File: src/rtl/compare_iter_s_pkg.sv
// Shared types and helpers for the iterative magnitude comparator.
// The sign bias maps two's-complement order onto plain unsigned order.
package compare_pkg;

    typedef enum logic [1:0] {
        CMP_IDLE = 2'd0,
        CMP_RUN  = 2'd1,
        CMP_DONE = 2'd2
    } cmp_state_e;

    typedef struct packed {
        logic eq;
        logic agt;
        logic blt;
    } cmp_res_t;

    // Widest operand the bias helper handles; callers size-cast in and out.
    localparam int BIAS_MAX_W = 256;

    // Inverts bit w-1 of x when en is set.
    function automatic logic [BIAS_MAX_W-1:0] bias_sign(
        input logic [BIAS_MAX_W-1:0] x,
        input logic                  en,
        input int unsigned           w
    );
        logic [BIAS_MAX_W-1:0] mask;
        mask = (en && (w > 0)) ? (BIAS_MAX_W'(1) << (w - 1)) : '0;
        return x ^ mask;
    endfunction

endpackage

File: src/rtl/compare_iter_s_chunk.sv
// Combinational unsigned compare of one CHUNK-wide slice.
module compare_chunk_u #(
    parameter int CHUNK = 8
) (
    input  logic [CHUNK-1:0] a_i,
    input  logic [CHUNK-1:0] b_i,
    output logic             equal_o,
    output logic             alarger_o,
    output logic             blarger_o
);

    assign equal_o   = (a_i == b_i);
    assign alarger_o = (a_i >  b_i);
    assign blarger_o = (a_i <  b_i);

endmodule

File: src/rtl/compare_iter_s.sv
// Multi-cycle signed/unsigned magnitude comparator: scans MSB-first one chunk
// per cycle and stops at the first differing chunk.
module compare_iter_s
    import compare_pkg::*;
#(
    parameter int WIDTH = 32,
    parameter int CHUNK = 8
) (
    input  logic             clk_i,
    input  logic             rst_i,
    input  logic             valid_i,
    output logic             ready_o,
    input  logic [WIDTH-1:0] a_i,
    input  logic [WIDTH-1:0] b_i,
    input  logic             signed_i,
    output logic             valid_o,
    input  logic             ready_i,
    output logic             equal_o,
    output logic             alarger_o,
    output logic             blarger_o
);

    localparam int NCHUNK = WIDTH / CHUNK;
    localparam int IDXW   = (NCHUNK > 1) ? $clog2(NCHUNK) : 1;
    localparam int SLOTS  = 1 << IDXW;
    localparam logic [IDXW-1:0] LAST_IDX = IDXW'(NCHUNK - 1);

    if ((WIDTH % CHUNK) != 0) begin : g_bad_chunk
        $error("compare_iter_s: WIDTH must be a multiple of CHUNK");
    end
    if (WIDTH > BIAS_MAX_W) begin : g_bad_width
        $error("compare_iter_s: WIDTH exceeds BIAS_MAX_W");
    end

    cmp_state_e        state_reg;
    logic [WIDTH-1:0]  a_reg;
    logic [WIDTH-1:0]  b_reg;
    logic [IDXW-1:0]   idx_reg;
    cmp_res_t          res_reg;

    logic [WIDTH-1:0]  a_biased;
    logic [WIDTH-1:0]  b_biased;

    assign a_biased = WIDTH'(bias_sign(BIAS_MAX_W'(a_i), signed_i, WIDTH));
    assign b_biased = WIDTH'(bias_sign(BIAS_MAX_W'(b_i), signed_i, WIDTH));

    // Slice tables padded to a power of two so the index never runs off the end.
    logic [CHUNK-1:0] a_chunks [SLOTS];
    logic [CHUNK-1:0] b_chunks [SLOTS];

    genvar gi;
    for (gi = 0; gi < SLOTS; gi++) begin : g_slice
        if (gi < NCHUNK) begin : g_real
            assign a_chunks[gi] = a_reg[gi*CHUNK +: CHUNK];
            assign b_chunks[gi] = b_reg[gi*CHUNK +: CHUNK];
        end else begin : g_pad
            assign a_chunks[gi] = '0;
            assign b_chunks[gi] = '0;
        end
    end

    logic [CHUNK-1:0] a_slice;
    logic [CHUNK-1:0] b_slice;
    logic             chunk_eq;
    logic             chunk_agt;
    logic             chunk_blt;

    assign a_slice = a_chunks[idx_reg];
    assign b_slice = b_chunks[idx_reg];

    compare_chunk_u #(
        .CHUNK (CHUNK)
    ) u_chunk (
        .a_i       (a_slice),
        .b_i       (b_slice),
        .equal_o   (chunk_eq),
        .alarger_o (chunk_agt),
        .blarger_o (chunk_blt)
    );

    always_ff @(posedge clk_i) begin
        if (rst_i) begin
            state_reg <= CMP_IDLE;
            a_reg     <= '0;
            b_reg     <= '0;
            idx_reg   <= '0;
            res_reg   <= '0;
        end else begin
            case (state_reg)
                CMP_IDLE: begin
                    if (valid_i) begin
                        a_reg     <= a_biased;
                        b_reg     <= b_biased;
                        idx_reg   <= LAST_IDX;
                        res_reg   <= '0;
                        state_reg <= CMP_RUN;
                    end
                end
                CMP_RUN: begin
                    if (chunk_agt) begin
                        res_reg.agt <= 1'b1;
                        state_reg   <= CMP_DONE;
                    end else if (chunk_blt) begin
                        res_reg.blt <= 1'b1;
                        state_reg   <= CMP_DONE;
                    end else if (idx_reg == '0) begin
                        res_reg.eq  <= 1'b1;
                        state_reg   <= CMP_DONE;
                    end else begin
                        idx_reg     <= idx_reg - 1'b1;
                    end
                end
                CMP_DONE: begin
                    if (ready_i) begin
                        state_reg <= CMP_IDLE;
                    end
                end
                default: begin
                    state_reg <= CMP_IDLE;
                end
            endcase
        end
    end

    assign ready_o   = (state_reg == CMP_IDLE);
    assign valid_o   = (state_reg == CMP_DONE);
    assign equal_o   = res_reg.eq;
    assign alarger_o = res_reg.agt;
    assign blarger_o = res_reg.blt;

endmodule

File: config.mk
export PLATFORM = sky130hd
export DESIGN_NAME = compare_iter_s
export DESIGN_NICKNAME = d
export VERILOG_FILES = /design/src/rtl/compare_iter_s_pkg.sv /design/src/rtl/compare_iter_s_chunk.sv /design/src/rtl/compare_iter_s.sv
export SDC_FILE = /design/constraint.sdc
export NUM_CORES = 1
export LEC_CHECK = 0
export ABC_AREA = 1
export CAP_MARGIN = 20
export CORE_UTILIZATION = 49
export CTS_CLUSTER_SIZE = 12
export DETAILED_ROUTE_END_ITERATION = 7
export PLACE_DENSITY_LB_ADDON = 0.3
export SLEW_MARGIN = 10
export SYNTH_ARGS = -nofsm -noshare
export SYNTH_HDL_FRONTEND = slang
export SYNTH_SLANG_ARGS = --single-unit
File: constraint.sdc
create_clock -name clk_i -period 2.4 [get_ports clk_i]
set_clock_uncertainty 0.1 [all_clocks]
set_input_delay 0.72 -clock clk_i [delete_from_list [all_inputs] [get_ports clk_i]]
set_output_delay 0.72 -clock clk_i [all_outputs]
set_load 0.005 [all_outputs]
* After elaboration in Yosys (flattened, before gate mapping)
Cells that the tools add are included.
** Storage, ports and cells
- Register bits after elaboration :: 71
- Input port bits :: 69
- Word-level logic and storage cells :: 60
- Output and inout port bits :: 5
** Operators by class
- Reductions and logical operators :: 9
- Eq/ne operators :: 11
- Add/sub/neg operators :: 1
- $lt $le $gt $ge :: 3
- Bitwise logic cells :: 3
- Mux-type cells :: 26
** Operators by type and width (count)
- bitwise XOR 32 bit :: 2
- binary-select mux 8 bit (select 2 bit) :: 2
- two-way mux 32 bit :: 1
- two-way mux 8 bit :: 4
- two-way mux 2 bit :: 9
- != test 2 bit, second input constant :: 7
- AND reduction 5 bit :: 2
- > comparator 8 bit :: 1
- < comparator 8 bit :: 1
- two-way mux 1 bit :: 6
- case mux 2 bit (3 select lines) :: 1
- case mux 3 bit (2 select lines) :: 1
- AND reduction 3 bit :: 2
- logical NOT 2 bit :: 2
- != test 4 bit, second input constant :: 1
- case mux 2 bit (2 select lines) :: 1
- AND reduction 4 bit :: 1
- greater-or-equal comparator 3 bit, second input constant :: 1
- two-way mux 3 bit :: 1
- NOT 2 -> 3 bit :: 1
- equality test 2 x 1 -> 1 bit, second input constant :: 1
- equality test 2 bit, second input constant :: 1
- != test 2 x 1 -> 1 bit, second input constant :: 1
- AND reduction 2 bit :: 1
- other kinds (2) :: 2

* Depth between registers and ports, before layout
Gate-level depths: netlist of the first run.
- Word-level depth :: 8
- Depth in mapped cells :: 18
- Depth with buffers taken out :: 16

* By module
From an unflattened synthesis of the first run, not the netlist that was laid out.
** Unflattened totals
- Cells, all modules :: 455
- Area total of the unflattened synthesis :: 3265.6 sq um
** By module, submodules not included
- compare_iter_s :: cells an instance 417, area each 3021.6 sq um, instances 1, sequential area each 1421.4 sq um
- compare_chunk_u :: cells an instance 38, area each 244.0 sq um, instances 1, sequential area each 0.0 sq um

* Worst setup path after synthesis of the first run
Ideal clock, no wire load.
- Path kind :: flip-flop to flip-flop
- From :: reg idx_reg[0]
- To :: reg res_reg, in the netlist equal_o
- Clock period less this slack :: 2067 ps
- Stages on the path, launching flop included :: 16
- Setup time :: 111 ps
- Path slack :: 333 ps
- Data required time :: 2189 ps
- Data arrival time :: 1856 ps
- Buffers on the path :: 2
- Cells stage by stage :: dfxtp_1 clkbuf_2 inv_2 buf_2 nand2_1 a32o_1 ha_1 nand2_1 nor2_1 and2_2 nor2_1 nand2_1 nand2_1 nor2_1 nor2_1 nor2_1
** On the way
- Word-level cells in the longest chain between the ends :: 7
- Elaborated cells between the ends (all ways) :: 14
- Classes of those cells :: order compare (2); eq/ne (3); mux (6); bitwise (1); reduce/logical (2)
** RTL lines
- from (decl) :: RTL line compare_iter_s.sv:38 : logic [IDXW-1:0] idx_reg;
- from (signal assigned) :: RTL line compare_iter_s.sv:110 : idx_reg <= idx_reg - 1'b1;
- NOT 2 -> 3 bit (implied by the code) :: RTL line compare_iter_s.sv:68, compare_iter_s.sv:69
- binary-select mux 8 bit (select 2 bit), on equally long branches :: RTL line compare_iter_s.sv:68, compare_iter_s.sv:69
- two-way mux 8 bit, on equally long branches (2 in series) :: RTL line compare_iter_s.sv:68, compare_iter_s.sv:69
- < comparator 8 bit or > comparator 8 bit (tied branches) :: RTL line compare_iter_s_chunk.sv:14, compare_iter_s_chunk.sv:13
- != test 2 bit (no source line)
- AND reduction 5 bit (no source line) *
- to (decl) :: RTL line compare_iter_s.sv:39 : cmp_res_t res_reg;
Every way passes the cells marked *; elsewhere a longest branch is shown, timed or not. The select of a mux whose other input is x is not followed.
A chain may end at the register's enable or synchronous reset.

* Final worst setup path of the first run
- From :: reg state_reg[1]
- To :: out valid_o
** On the way
- Word-level cells in the longest chain between the ends :: 1
** RTL lines
- from (decl) :: RTL line compare_iter_s.sv:35 : cmp_state_e state_reg;
- from (signal assigned) :: RTL line compare_iter_s.sv:83 : state_reg <= CMP_IDLE;
- from (signal assigned) :: RTL line compare_iter_s.sv:96 : state_reg <= CMP_RUN;
- from (signal assigned) :: RTL line compare_iter_s.sv:102 : state_reg <= CMP_DONE;
- equality test 2 bit :: RTL line compare_iter_s.sv:126 : assign valid_o = (state_reg == CMP_DONE);
- to (decl) :: RTL line compare_iter_s.sv:16 : output logic valid_o,
Every way passes these cells.

==> load_flow_metrics.sql, run 1 <==
INSERT INTO impl_metrics (metric_group, metric, value, unit) VALUES
('critical_path', 'crit_end_element', 'output port', ''),
('global_route', 'grt_pass1_vias', '2831', ''),
('power_and_ir_drop', 'p_leak', '1.736', 'nW'),
('critical_path', 'worstPathArrival', '1.45', 'ns'),
('power_and_ir_drop', 'powerDensity', '703.3', 'mW/mm2'),
('floorplan', 'boundaryPins', '74', ''),
('place', 'sum_of_net_half_perimeters_after_detailed_placement', '5505', 'um'),
('cts', 'post_cts_buffers', '0', ''),
('yosys', 'synth-edff-count', '0', ''),
('yosys', 'avgSynthCellArea', '7.225', 'um2'),
('yosys', 'synthXorXnorAreaFrac', '0.005412', ''),
('finish', 'most_common_library_cell_in_the_layout_ignoring_fill_and_taps', 'sky130_fd_sc_hd__nor2_1', ''),
('critical_path', 'worstSetupPathType', 'reg2out', ''),
('timing', 'finalCritPeriodShare', '0.9442', ''),
('flow_run', 'max_cap_check_violation_count', '0', ''),
('cts', 'cts-hold-fix-buffers', '0', ''),
('critical_path', 'critPathRequiredTime', '1.58', 'ns'),
('detailed_routing', 'route.detailed.wl_per_inst', '13.07', 'um'),
('cts', 'clock_tree_from_tritoncts', 'done', ''),
('detailed_routing', 'drt-initial-drc-count', '184', ''),
('timing', 'max_slew_margin', '0.8084', ''),
('global_route', 'wire_length_of_the_first_global_routing_pass', '12830', 'um'),
('detailed_routing', 'dr_total_vias', '3050', ''),
('critical_path', 'critical-path-max-stage-delay', '0.50', 'ns'),
('detailed_routing', 'drt.antenna.violating_nets', '0', ''),
('yosys', 'syn_area', '0.003237', 'mm2'),
('finish', 'nets', '591', ''),
('yosys', 'synth_fa_ha_area_frac', '0.03479', ''),
('critical_path', 'cpMaxStageDelayCell', 'sky130_fd_sc_hd__clkdlybuf4s50_1', ''),
('critical_path', 'worst-path-max-fanout', '4', ''),
('critical_path', 'cp_cell_sequence', 'inv_1, nor2_1, clkdlybuf4s50_1', ''),
('yosys', 'yosysUniqueCellTypes', '30', ''),
('cts', 'max-clock-path-buffers', '2', ''),
('power_and_ir_drop', 'p_total', '2.961', 'mW'),
('critical_path', 'crit_path_start_kind', 'flip-flop', ''),
('cts', 'cts_repair_resize_count', '0', ''),
('cts', 'number_of_clock_buffers_inserted_by_tritoncts', '9', ''),
('cts', 'path_clk_slew', '0.07', 'ns'),
('detailed_routing', 'route.detailed.vias_per_inst', '5.126', ''),
('critical_path', 'regToRegStartpoint', 'idx_reg[0]', ''),
('floorplan', 'design.die.area', '0.006935', 'mm2'),
('finish', 'post-route-util', '0.6631', ''),
('finish', 'areaGrowthSynthToFinish', '30.07', '%'),
('cts', 'clk-insertion-delay-late', '0.34', 'ns'),
('yosys', 'syn-num-nets', '526', ''),
('floorplan', 'die_height', '83.28', 'um'),
('detailed_routing', 'dr.pass1.iters', '5', ''),
('power_and_ir_drop', 'ir_drop', '0.4897', 'mV'),
('cts', 'total_clock_sinks', '71', ''),
('yosys', 'synth_simple_gate_area_share', '0.2513', ''),
('yosys', 'post_synth_mux_area_share', '0', ''),
('detailed_routing', 'wl', '7778', 'um'),
('finish', 'fill_cells', '561', ''),
('finish', 'share_of_layout_cells_above_drive_strength_1', '0.06564', ''),
('timing', 'grt_setup_unrepaired', 'no', ''),
('global_route', 'maximum_number_of_pins_on_one_net_before_global_route_repair', '68', ''),
('cts', 'cts_root_buffer', 'sky130_fd_sc_hd__clkbuf_8', ''),
('yosys', 'synth_async_sr_flop_share', '0', ''),
('place', 'final_gp_congestion', '0.8778', ''),
('yosys', 'synth.yosys.seq_area_share', '0.4391', ''),
('finish', 'inserted_diodes', '0', ''),
('yosys', 'dominant_register_cell_in_the_synthesized_netlist', 'sky130_fd_sc_hd__dfxtp_1', ''),
('timing', 'timing.final.crit_period', '2.266', 'ns'),
('outcome', 'outcome', 'finished, final reports clean', ''),
('yosys', 'yosys.area.top_type_share', '0.4391', ''),
('yosys', 'largest_family_of_logic_cells_by_synthesized_area', 'simple AND/OR/NAND/NOR gates', ''),
('critical_path', 'setup.worst_path.start', 'state_reg[1]', ''),
('timing', 'slew_violations', '0', ''),
('floorplan', 'std_cell_rows', '29', ''),
('yosys', 'synth_top_cell_by_area', 'sky130_fd_sc_hd__dfxtp_1', ''),
('yosys', 'postSynthCellCount', '448', '');
## cells in the mapped netlist (all sizes together) (5+ instances only)
master  number
nand2       44
nand3        5
a32o         7
clkbuf      13
a21oi       16
ha           9
nor2       156
o21ai       81
o22ai        9
buf         17
dfxtp       71
inv         13
## final cells by class
cell class | instances | area [um2] | area share
clock buffer | 13 | 148.9 | 0.03536
clock inverter | 3 | 42.54 | 0.01010
inverter | 13 | 58.81 | 0.01397
multi-input combinational | 334 | 1578 | 0.3747
sequential | 71 | 1423 | 0.3379
tap | 77 | 96.34 | 0.02288
timing repair buffer | 84 | 863.3 | 0.2051
## power by group
group          switching [mW]  leakage [nW]  internal [mW]
registers              0.0684         0.589           1.29
clock network           0.421        0.0936          0.508
logic                   0.350          1.05          0.326
total                   0.839          1.74           2.12
## critical path, delay by kind of cell (launching register included)
kind | cells | cell delay [ns]
AND/OR/NAND/NOR | 1 | 0.10
flip-flops | 1 | 0.39
buffers and inverters | 2 | 0.61
## final timing paths
path | to | slack (ns) | cells after the start
setup / recovery | valid_o | 0.13 | 3
hold / removal | b_reg[31] | 0.37 | 2
setup reg to reg | idx_reg[0] | 0.17 | 13
hold reg to reg | b_reg[31] | 0.37 | 2
## cells by family after synthesis
family	Yosys count
XOR/XNOR	2
flip-flops	71
AND/OR/NAND/NOR	207
adder cells (fa/ha/maj)	9
buffers and inverters	43
AO/OA/AOI/OAI	116
## per-layer routing
metal | part of all wire | GRT usage | vias up
met2 | 0.46 | 0.3703 | 92
met4 | 0.021 | 0.08464 | 0
li1 | - | - | 1602
met5 | 0 | 0 | -
met3 | 0.055 | 0.05865 | 16
met1 | 0.46 | 0.3030 | 1340
## stage by stage
stage / cell area [um2] / hold WS (ns) / setup slack (ns) / instances
2_1_floorplan: 3237 / 0.3239 / 0.3327 / 448
3_3_place_gp: 4013 / 0.3541 / 0.2612 / 579
3_5_place_dp: 4013 / 0.3664 / 0.2235 / 579
4_1_cts: 4204 / 0.3773 / 0.1179 / 595
5_1_grt: 4210 / 0.3975 / 0.04716 / 595
6_report: 4210 / 0.3733 / 0.1339 / 595
(Power assumes the default switching activity.)
==> inputs of run 2 (changes only) <==
--- a/config.mk
+++ b/config.mk
@@ -7,11 +7,12 @@
 export LEC_CHECK = 0
 export ABC_AREA = 1
 export CAP_MARGIN = 20
-export CORE_UTILIZATION = 49
+export CORE_UTILIZATION = 45
 export CTS_CLUSTER_SIZE = 12
 export DETAILED_ROUTE_END_ITERATION = 7
 export PLACE_DENSITY_LB_ADDON = 0.3
 export SLEW_MARGIN = 10
 export SYNTH_ARGS = -nofsm -noshare
 export SYNTH_HDL_FRONTEND = slang
+export SYNTH_HIERARCHICAL = 1
 export SYNTH_SLANG_ARGS = --single-unit
==> run 2 against run 1 <==
Effect of this change:
- maximum frequency shrank 3.1%
- setup slack got worse by 0.074 ns
- total power increased by 20%
- first-iteration DRC count rose by 8.7%
- sequential cell count stayed put
- core utilization is 2.8 points lower
- worst hold slack got worse by 0.019 ns
- register-to-register slack lost 0.11 ns
- critical path depth rose by 11
- clock power is 8.8% lower
- clock-buffer cell count shrank 3
- critical path type is now reg2reg
- critical endpoint is now idx_reg[1]
==> load_flow_metrics.sql, run 2 <==
INSERT INTO impl_metrics (metric_group, metric, value, unit) VALUES
('detailed_routing', 'dr.pass1.iters', '4', ''),
('floorplan', 'die_height', '87.19', 'um'),
('power_and_ir_drop', 'p_leak', '1.786', 'nW'),
('floorplan', 'design.die.area', '0.007601', 'mm2'),
('timing', 'max_slew_margin', '0.7897', ''),
('yosys', 'synth_async_sr_flop_share', '0', ''),
('critical_path', 'regToRegStartpoint', 'idx_reg[0]', ''),
('cts', 'number_of_clock_buffers_inserted_by_tritoncts', '9', ''),
('yosys', 'ys_ff_latch', '71', ''),
('critical_path', 'slack_of_the_worst_reg_to_reg_path', '0.06', 'ns'),
('yosys', 'avgSynthCellArea', '7.177', 'um2'),
('power_and_ir_drop', 'p_sw_frac', '0.3507', ''),
('detailed_routing', 'route.detailed.wl_per_inst', '13.01', 'um'),
('finish', 'share_of_layout_cells_above_drive_strength_1', '0.1057', ''),
('timing', 'final-setup-viol-count', '0', ''),
('floorplan', 'floorplan.initialDensity', '0.4728', ''),
('detailed_routing', 'dr_total_vias', '3176', ''),
('cts', 'clk-insertion-delay-late', '0.35', 'ns'),
('timing', 'tightestPinTransition', '0.3150', 'ns'),
('place', 'dpl_cell_area', '0.004088', 'mm2'),
('critical_path', 'reg2reg_depth', '14', ''),
('cts', 'clock_tree_from_tritoncts', 'done', ''),
('critical_path', 'crit_path_start_kind', 'flip-flop', ''),
('place', 'final_gp_congestion', '0.8555', ''),
('timing', 'final_hold_viol_count', '0', ''),
('finish', 'areaGrowthSynthToFinish', '34.21', '%'),
('timing', 'final.hold.worst_slack', '0.3545', 'ns'),
('critical_path', 'critical-path-max-stage-delay', '0.40', 'ns'),
('critical_path', 'cpMostUsedCell', 'sky130_fd_sc_hd__nand2_2', ''),
('detailed_routing', 'wl', '8145', 'um'),
('flow_run', 'max_cap_check_violation_count', '0', ''),
('detailed_routing', 'route.detailed.vias_per_inst', '5.073', ''),
('yosys', 'yosysUniqueCellTypes', '30', ''),
('timing', 'grt_setup_unrepaired', 'yes', ''),
('critical_path', 'worstSetupPathType', 'reg2reg', ''),
('global_route', 'wire_length_of_the_first_global_routing_pass', '13390', 'um'),
('critical_path', 'worst-path-max-fanout', '18', ''),
('timing', 'achievable-frequency', '427.4', 'MHz'),
('place', 'sum_of_net_half_perimeters_after_detailed_placement', '5793', 'um'),
('cts', 'total_clock_sinks', '71', ''),
('critical_path', 'path_buf_inv', '2', ''),
('floorplan', 'coreArea', '0.006907', 'mm2'),
('yosys', 'yosys.area.top_type_share', '0.4352', ''),
('yosys', 'synthMostInstantiatedCell', 'sky130_fd_sc_hd__nor2_1', ''),
('timing', 'timing.final.crit_period', '2.340', 'ns'),
('yosys', 'synth-edff-count', '0', ''),
('outcome', 'outcome', 'finished, final reports clean', ''),
('global_route', 'maximum_number_of_pins_on_one_net_before_global_route_repair', '70', ''),
('yosys', 'synth.yosys.seq_area_share', '0.4352', ''),
('timing', 'slew_violations', '0', ''),
('timing', 'finalCritPeriodShare', '0.9749', ''),
('detailed_routing', 'drt-initial-drc-count', '200', ''),
('critical_path', 'critPathRequiredTime', '2.54', 'ns'),
('yosys', 'synth_top_cell_by_area', 'sky130_fd_sc_hd__dfxtp_1', ''),
('power_and_ir_drop', 'powerDensity', '813.0', 'mW/mm2'),
('floorplan', 'boundaryPins', '74', ''),
('detailed_routing', 'drt.antenna.violating_nets', '0', ''),
('finish', 'nets', '603', ''),
('critical_path', 'crit_end_element', 'flip-flop', ''),
('power_and_ir_drop', 'ir_drop', '0.3752', 'mV'),
('min_path', 'min_path_type', 'reg2reg', ''),
('global_route', 'gr-usage-all-layers', '0.2281', ''),
('finish', 'inserted_diodes', '0', ''),
('yosys', 'postSynthCellCount', '455', ''),
('yosys', 'post_synth_most_frequent_cells', 'sky130_fd_sc_hd__nor2_1, sky130_fd_sc_hd__o21ai_0, sky130_fd_sc_hd__dfxtp_1', ''),
('floorplan', 'std_cell_rows', '30', ''),
('detailed_routing', 'detail_route.drc_violations', '0', ''),
('yosys', 'syn-num-nets', '533', ''),
('min_path', 'timing.hold.worst_path_depth', '2', ''),
('global_route', 'number_of_antenna_violations_at_the_first_check_in_global_routing', '0', ''),
('cts', 'cts_root_buffer', 'sky130_fd_sc_hd__clkbuf_8', ''),
('power_and_ir_drop', 'clock_power_share', '0.238', ''),
('critical_path', 'critical_path.top_delay_family', 'simple AND/OR/NAND/NOR gates', ''),
('yosys', 'syn_area', '0.003266', 'mm2'),
('cts', 'cts_max_level', '3', ''),
('min_path', 'hp-start', 'equal_o', ''),
('global_route', 'grt_overflow_total', '0', ''),
('finish', 'most_common_library_cell_in_the_layout_ignoring_fill_and_taps', 'sky130_fd_sc_hd__nor2_1', ''),
('finish', 'final_design_area_no_fill', '0.004383', 'mm2'),
('global_route', 'grt_pass1_vias', '2944', ''),
('cts', 'max-clock-path-buffers', '2', ''),
('power_and_ir_drop', 'p_comb_frac', '0.356', ''),
('critical_path', 'cp_cell_sequence', 'buf_12, o21ai_0, o22ai_1, inv_1, ha_1, nand2_2, nor2_1, nand2_2, and2_4, nor2_4, nand2_2, nand3b_1, nand2_1, nor2_1', ''),
('power_and_ir_drop', 'switching_power', '1.250', 'mW'),
('critical_path', 'cpMaxStageDelayCell', 'sky130_fd_sc_hd__dfxtp_4', ''),
('floorplan', 'dieWidth', '87.19', 'um'),
('power_and_ir_drop', 'internal-power', '2.314', 'mW'),
('place', 'port_buffers', '73', ''),
('finish', 'commonest_non_fill_non_tap_cells_in_the_layout', 'sky130_fd_sc_hd__nor2_1, sky130_fd_sc_hd__o21ai_0, sky130_fd_sc_hd__clkdlybuf4s50_1', ''),
('yosys', 'yosysWarningCount', '6', ''),
('critical_path', 'timing.rr.end', 'idx_reg[1]', ''),
('min_path', 'min_to', 'equal_o', ''),
('cts', 'path_clk_slew', '0.08', 'ns'),
('yosys', 'dominant_register_cell_in_the_synthesized_netlist', 'sky130_fd_sc_hd__dfxtp_1', ''),
('yosys', 'synthTopCellsByArea', 'sky130_fd_sc_hd__dfxtp_1, sky130_fd_sc_hd__nor2_1, sky130_fd_sc_hd__o21ai_0', ''),
('critical_path', 'worstPathArrival', '2.48', 'ns'),
('power_and_ir_drop', 'power_frac_seq', '0.407', ''),
('power_and_ir_drop', 'p_total', '3.563', 'mW');
## run 2: cells by family after synthesis
kind of cell | count (synthesis) | synth area share
and+or+nand+nor | 202 | 0.2487
AOI/OAI and AO/OA | 122 | 0.1973
DFF | 71 | 0.4352
buffers and inverters | 49 | 0.07893
adders and majority gates | 9 | 0.03448
xor gates and xnor gates | 2 | 0.005365
## run 2: power by group through the flow
stage / logic (mW) / registers (mW) / clock network, mW
4_1_cts: 1.13 / 1.44 / 0.850
6_report: 1.27 / 1.45 / 0.847
2_1_floorplan: 0.776 / 1.43 / 0
5_1_grt: 1.42 / 1.47 / 0.903
3_5_place_dp: 1.12 / 1.46 / 0
3_3_place_gp: 1.09 / 1.46 / 0
## run 2: through the flow
stage / TNS [ns] / worst slack (ns) / util / std cells
2_1_floorplan: 0 / 0.07907 / - / 455
3_3_place_gp: 0 / 0.06535 / 0.5918 / 609
3_5_place_dp: -0.03691 / -0.03691 / 0.5918 / 609
4_1_cts: 0 / 0.02254 / 0.6181 / 625
5_1_grt: -0.1281 / -0.06427 / 0.6346 / 626
6_report: 0 / 0.06031 / 0.6346 / 626
## run 2: cell type report
cell class                      count  area [um2]
Clock buffer                       10       137.6
Clock inverter                      6       36.28
Fill cell                         662        2524
Inverter                           21       86.33
Multi-Input combinational cell    335        1648
Sequential cell                    71        1428
Tap cell                           96       120.1
Timing Repair Buffer               87       927.1
## run 2: what timing repair did
action | CTS | global route
resized for setup | 4 | 36
hold buffers | 0 | 0
buffers inserted | 0 | 0
cloned | 0 | 1
pin swaps | 0 | 3
setup endpoints to repair | 2 | 6
## run 2: how the worst max path moves through the flow
stage	endpoint	slack, ns	cells after the start	startpoint
2_1_floorplan	idx_reg[1]	0.08	17	idx_reg[1]
6_report	idx_reg[1]	0.06	14	idx_reg[0]
3_5_place_dp	state_reg[1]	-0.04	17	idx_reg[0]
4_1_cts	state_reg[1]	0.02	18	idx_reg[0]
5_1_grt	idx_reg[1]	-0.06	14	idx_reg[0]
3_3_place_gp	state_reg[1]	0.07	17	idx_reg[0]
## run 2: worst register-to-register path: stages, from the launching register on
cell and delay (ns):
sky130_fd_sc_hd__dfxtp_4 0.40, sky130_fd_sc_hd__buf_12 0.15, sky130_fd_sc_hd__o21ai_0 0.09, sky130_fd_sc_hd__o22ai_1 0.19, sky130_fd_sc_hd__inv_1 0.07, sky130_fd_sc_hd__ha_1 0.31
sky130_fd_sc_hd__nand2_2 0.09, sky130_fd_sc_hd__nor2_1 0.12, sky130_fd_sc_hd__nand2_2 0.08, sky130_fd_sc_hd__and2_4 0.15, sky130_fd_sc_hd__nor2_4 0.09, sky130_fd_sc_hd__nand2_2 0.09
sky130_fd_sc_hd__nand3b_1 0.17, sky130_fd_sc_hd__nand2_1 0.08, sky130_fd_sc_hd__nor2_1 0.05
## run 2: per-layer routing
metal,vias to the layer above,GRT usage,share of wire
met1,1447,0.3017,0.47
met2,79,0.3651,0.46
li1,1638,-,-
met4,0,0.07899,0.015
met5,-,0,0
met3,12,0.05498,0.052
==> inputs of run 3 (changes only) <==
--- a/config.mk
+++ b/config.mk
@@ -10,7 +10,9 @@
 export CORE_UTILIZATION = 45
 export CTS_CLUSTER_SIZE = 12
 export DETAILED_ROUTE_END_ITERATION = 7
+export GPL_TIMING_DRIVEN = 0
 export PLACE_DENSITY_LB_ADDON = 0.3
+export SKIP_LAST_GASP = 1
 export SLEW_MARGIN = 10
 export SYNTH_ARGS = -nofsm -noshare
 export SYNTH_HDL_FRONTEND = slang
==> run 3 against run 2 <==
Effect of this change:
- the run now ends with setup timing left
- clock power rose by 16%
- non-clock buffer count rose by 24
- cell area rose by 7.1%
- first-iteration DRC count fell by 1.5%
- core utilization rose by 4.5 points
- cell count rose by 3.8%
- clock-buffer cell count did not move
- sequential share of layout area fell by 2.1 points
- total power rose by 13%
- global-route usage rose by 1.9 points
- critical path type unchanged
==> load_flow_metrics.sql, run 3 (synthesized netlist as in run 2, its figures left out) <==
INSERT INTO impl_metrics (metric_group, metric, value, unit) VALUES
('critical_path', 'crit_path_start_kind', 'flip-flop', ''),
('place', 'sum_of_net_half_perimeters_after_detailed_placement', '6536', 'um'),
('cts', 'cts_max_level', '3', ''),
('cts', 'number_of_clock_buffers_inserted_by_tritoncts', '9', ''),
('timing', 'final.setup.worst_slack', '-0.1246', 'ns'),
('finish', 'areaGrowthSynthToFinish', '43.75', '%'),
('detailed_routing', 'detail_route.drc_violations', '0', ''),
('critical_path', 'timing.rr.end', 'idx_reg[0]', ''),
('detailed_routing', 'drt.antenna.violating_nets', '0', ''),
('finish', 'fill_cells', '589', ''),
('floorplan', 'design.die.area', '0.007601', 'mm2'),
('finish', 'share_of_layout_cells_above_drive_strength_1', '0.1552', ''),
('outcome', 'failing_checks', 'setup timing', ''),
('place', 'port_buffers', '73', ''),
('global_route', 'grt_overflow_total', '0', ''),
('detailed_routing', 'dr.pass1.iters', '5', ''),
('power_and_ir_drop', 'ir_drop', '0.4454', 'mV'),
('cts', 'max-clock-path-buffers', '2', ''),
('critical_path', 'critical-path-max-stage-delay', '0.44', 'ns'),
('cts', 'clk-insertion-delay-late', '0.34', 'ns'),
('finish', 'most_common_library_cell_in_the_layout_ignoring_fill_and_taps', 'sky130_fd_sc_hd__nor2_1', ''),
('timing', 'slew_violations', '0', ''),
('timing', 'final_hold_viol_count', '0', ''),
('power_and_ir_drop', 'powerDensity', '856.2', 'mW/mm2'),
('critical_path', 'cpMaxStageDelayCell', 'sky130_fd_sc_hd__dfxtp_4', ''),
('critical_path', 'worst-path-max-fanout', '8', ''),
('detailed_routing', 'wl', '9374', 'um'),
('critical_path', 'setup.worst_path.start', 'idx_reg[0]', ''),
('timing', 'finalCritPeriodShare', '1.052', ''),
('timing', 'max_slew_margin', '0.7377', ''),
('timing', 'final-setup-viol-count', '5', ''),
('critical_path', 'cp_cell_sequence', 'inv_8, buf_4, o21ai_0, o22ai_1, ha_4, nand2_8, nor2_4, nand2_2, and2_4, nor2_4, nand3_1, nand3_1, nand2_1, nor2_2', ''),
('global_route', 'maximum_number_of_pins_on_one_net_before_global_route_repair', '14', ''),
('critical_path', 'worstSetupEndpoint', 'idx_reg[0]', ''),
('floorplan', 'floorplan.initialDensity', '0.4728', ''),
('place', 'final_gp_congestion', '0.8946', ''),
('detailed_routing', 'route.detailed.wl_per_inst', '14.42', 'um'),
('cts', 'cts-hold-fix-buffers', '0', ''),
('critical_path', 'slack_of_the_worst_reg_to_reg_path', '-0.12', 'ns'),
('critical_path', 'critPathRequiredTime', '2.57', 'ns'),
('global_route', 'gr-usage-all-layers', '0.2475', ''),
('timing', 'finalSetupTns', '-0.2792', 'ns'),
('timing', 'timing.final.crit_period', '2.525', 'ns'),
('detailed_routing', 'dr_total_vias', '3396', ''),
('outcome', 'outcome', 'finished, violations left', ''),
('power_and_ir_drop', 'p_total', '4.020', 'mW'),
('critical_path', 'regToRegStartpoint', 'idx_reg[0]', ''),
('finish', 'inserted_diodes', '0', ''),
('critical_path', 'worstPathArrival', '2.69', 'ns'),
('detailed_routing', 'drt-initial-drc-count', '197', ''),
('detailed_routing', 'route.detailed.vias_per_inst', '5.225', ''),
('global_route', 'number_of_antenna_violations_at_the_first_check_in_global_routing', '0', ''),
('cts', 'path_clk_slew', '0.08', 'ns'),
('floorplan', 'boundaryPins', '74', ''),
('critical_path', 'crit_end_element', 'flip-flop', ''),
('flow_run', 'max_cap_check_violation_count', '0', ''),
('critical_path', 'reg2reg_depth', '14', ''),
('global_route', 'grt_pass1_vias', '3074', ''),
('cts', 'total_clock_sinks', '71', ''),
('floorplan', 'dieWidth', '87.19', 'um'),
('cts', 'clock_tree_from_tritoncts', 'done', ''),
('global_route', 'wire_length_of_the_first_global_routing_pass', '14240', 'um'),
('critical_path', 'worstSetupPathType', 'reg2reg', ''),
('floorplan', 'die_height', '87.19', 'um'),
('timing', 'tightestPinTransition', '0.3934', 'ns'),
('cts', 'cts_root_buffer', 'sky130_fd_sc_hd__clkbuf_8', ''),
('floorplan', 'std_cell_rows', '30', ''),
('finish', 'commonest_non_fill_non_tap_cells_in_the_layout', 'sky130_fd_sc_hd__nor2_1, sky130_fd_sc_hd__o21ai_0, sky130_fd_sc_hd__clkdlybuf4s50_1', ''),
('power_and_ir_drop', 'p_leak', '1.916', 'nW'),
('floorplan', 'coreArea', '0.006907', 'mm2'),
('timing', 'achievable-frequency', '396.1', 'MHz'),
('timing', 'grt_setup_unrepaired', 'yes', ''),
('finish', 'nets', '627', ''),
('min_path', 'min_path_type', 'reg2reg', '');
-- run 3: worst min-delay path by stage --
stage / depth (start not counted) / start / endpoint / slack [ns]
after floorplan: 2 / equal_o / equal_o / 0.34
after global placement: 2 / equal_o / equal_o / 0.34
after detailed placement: 2 / equal_o / equal_o / 0.34
after CTS: 2 / equal_o / equal_o / 0.35
after global routing: 2 / equal_o / equal_o / 0.37
final: 2 / equal_o / equal_o / 0.35
-- run 3: critical path: cells and delay by family, from the launching register on --
| kind | cells | cell delay [ns] |
|---|---|---|
| AOI/OAI and AO/OA | 2 | 0.39 |
| and+or+nand+nor | 9 | 0.98 |
| adders and majority gates | 1 | 0.34 |
| buffers and inverters | 2 | 0.20 |
| DFF | 1 | 0.44 |
-- run 3: cell type report --
cell class	count	area, um2	area share
sequential	71	1429	0.3044
multi-input combinational	335	1768	0.3766
timing repair buffer	83	823.3	0.1754
clock inverter	6	68.82	0.01466
tap	96	120.1	0.02559
inverter	21	93.84	0.01999
clock buffer	10	137.6	0.02932
buffer	28	254.0	0.05410
-- run 3: per-stage QoR --
stage / util / hold WS (ns) / instance area [um2] / std cells / setup WS [ns]
floorplan: - / 0.3418 / 3266 / 455 / 0.07907
global placement: 0.5960 / 0.3371 / 4116 / 624 / -0.5015
detailed placement: 0.5960 / 0.3423 / 4116 / 624 / -0.5408
CTS: 0.6482 / 0.3537 / 4477 / 645 / 0.01124
global route: 0.6797 / 0.3716 / 4695 / 650 / -0.2121
finish: 0.6797 / 0.3474 / 4695 / 650 / -0.1246
-- run 3: what timing repair did --
action                     in CTS  in global routing
gates resized for setup        41                 38
setup buffers                   3                  4
setup endpoints to repair       7                  6
gates cloned                    2                  1
pin swaps                       7                  8
-- run 3: where the power goes --
group	leakage (nW)	switching, mW	internal, mW
clock	0.103	0.469	0.514
combinational	1.22	0.853	0.730
sequential	0.589	0.116	1.34
-- run 3: per-layer routing --
| layer | track usage | vias to the layer above | wire length, um |
|---|---|---|---|
| met4 | 0.08942 | 0 | 282 |
| met2 | 0.4116 | 137 | 4393 |
| met3 | 0.05687 | 26 | 653 |
| met1 | 0.3145 | 1543 | 4045 |
| met5 | 0 | - | 0 |
| li1 | - | 1690 | - |
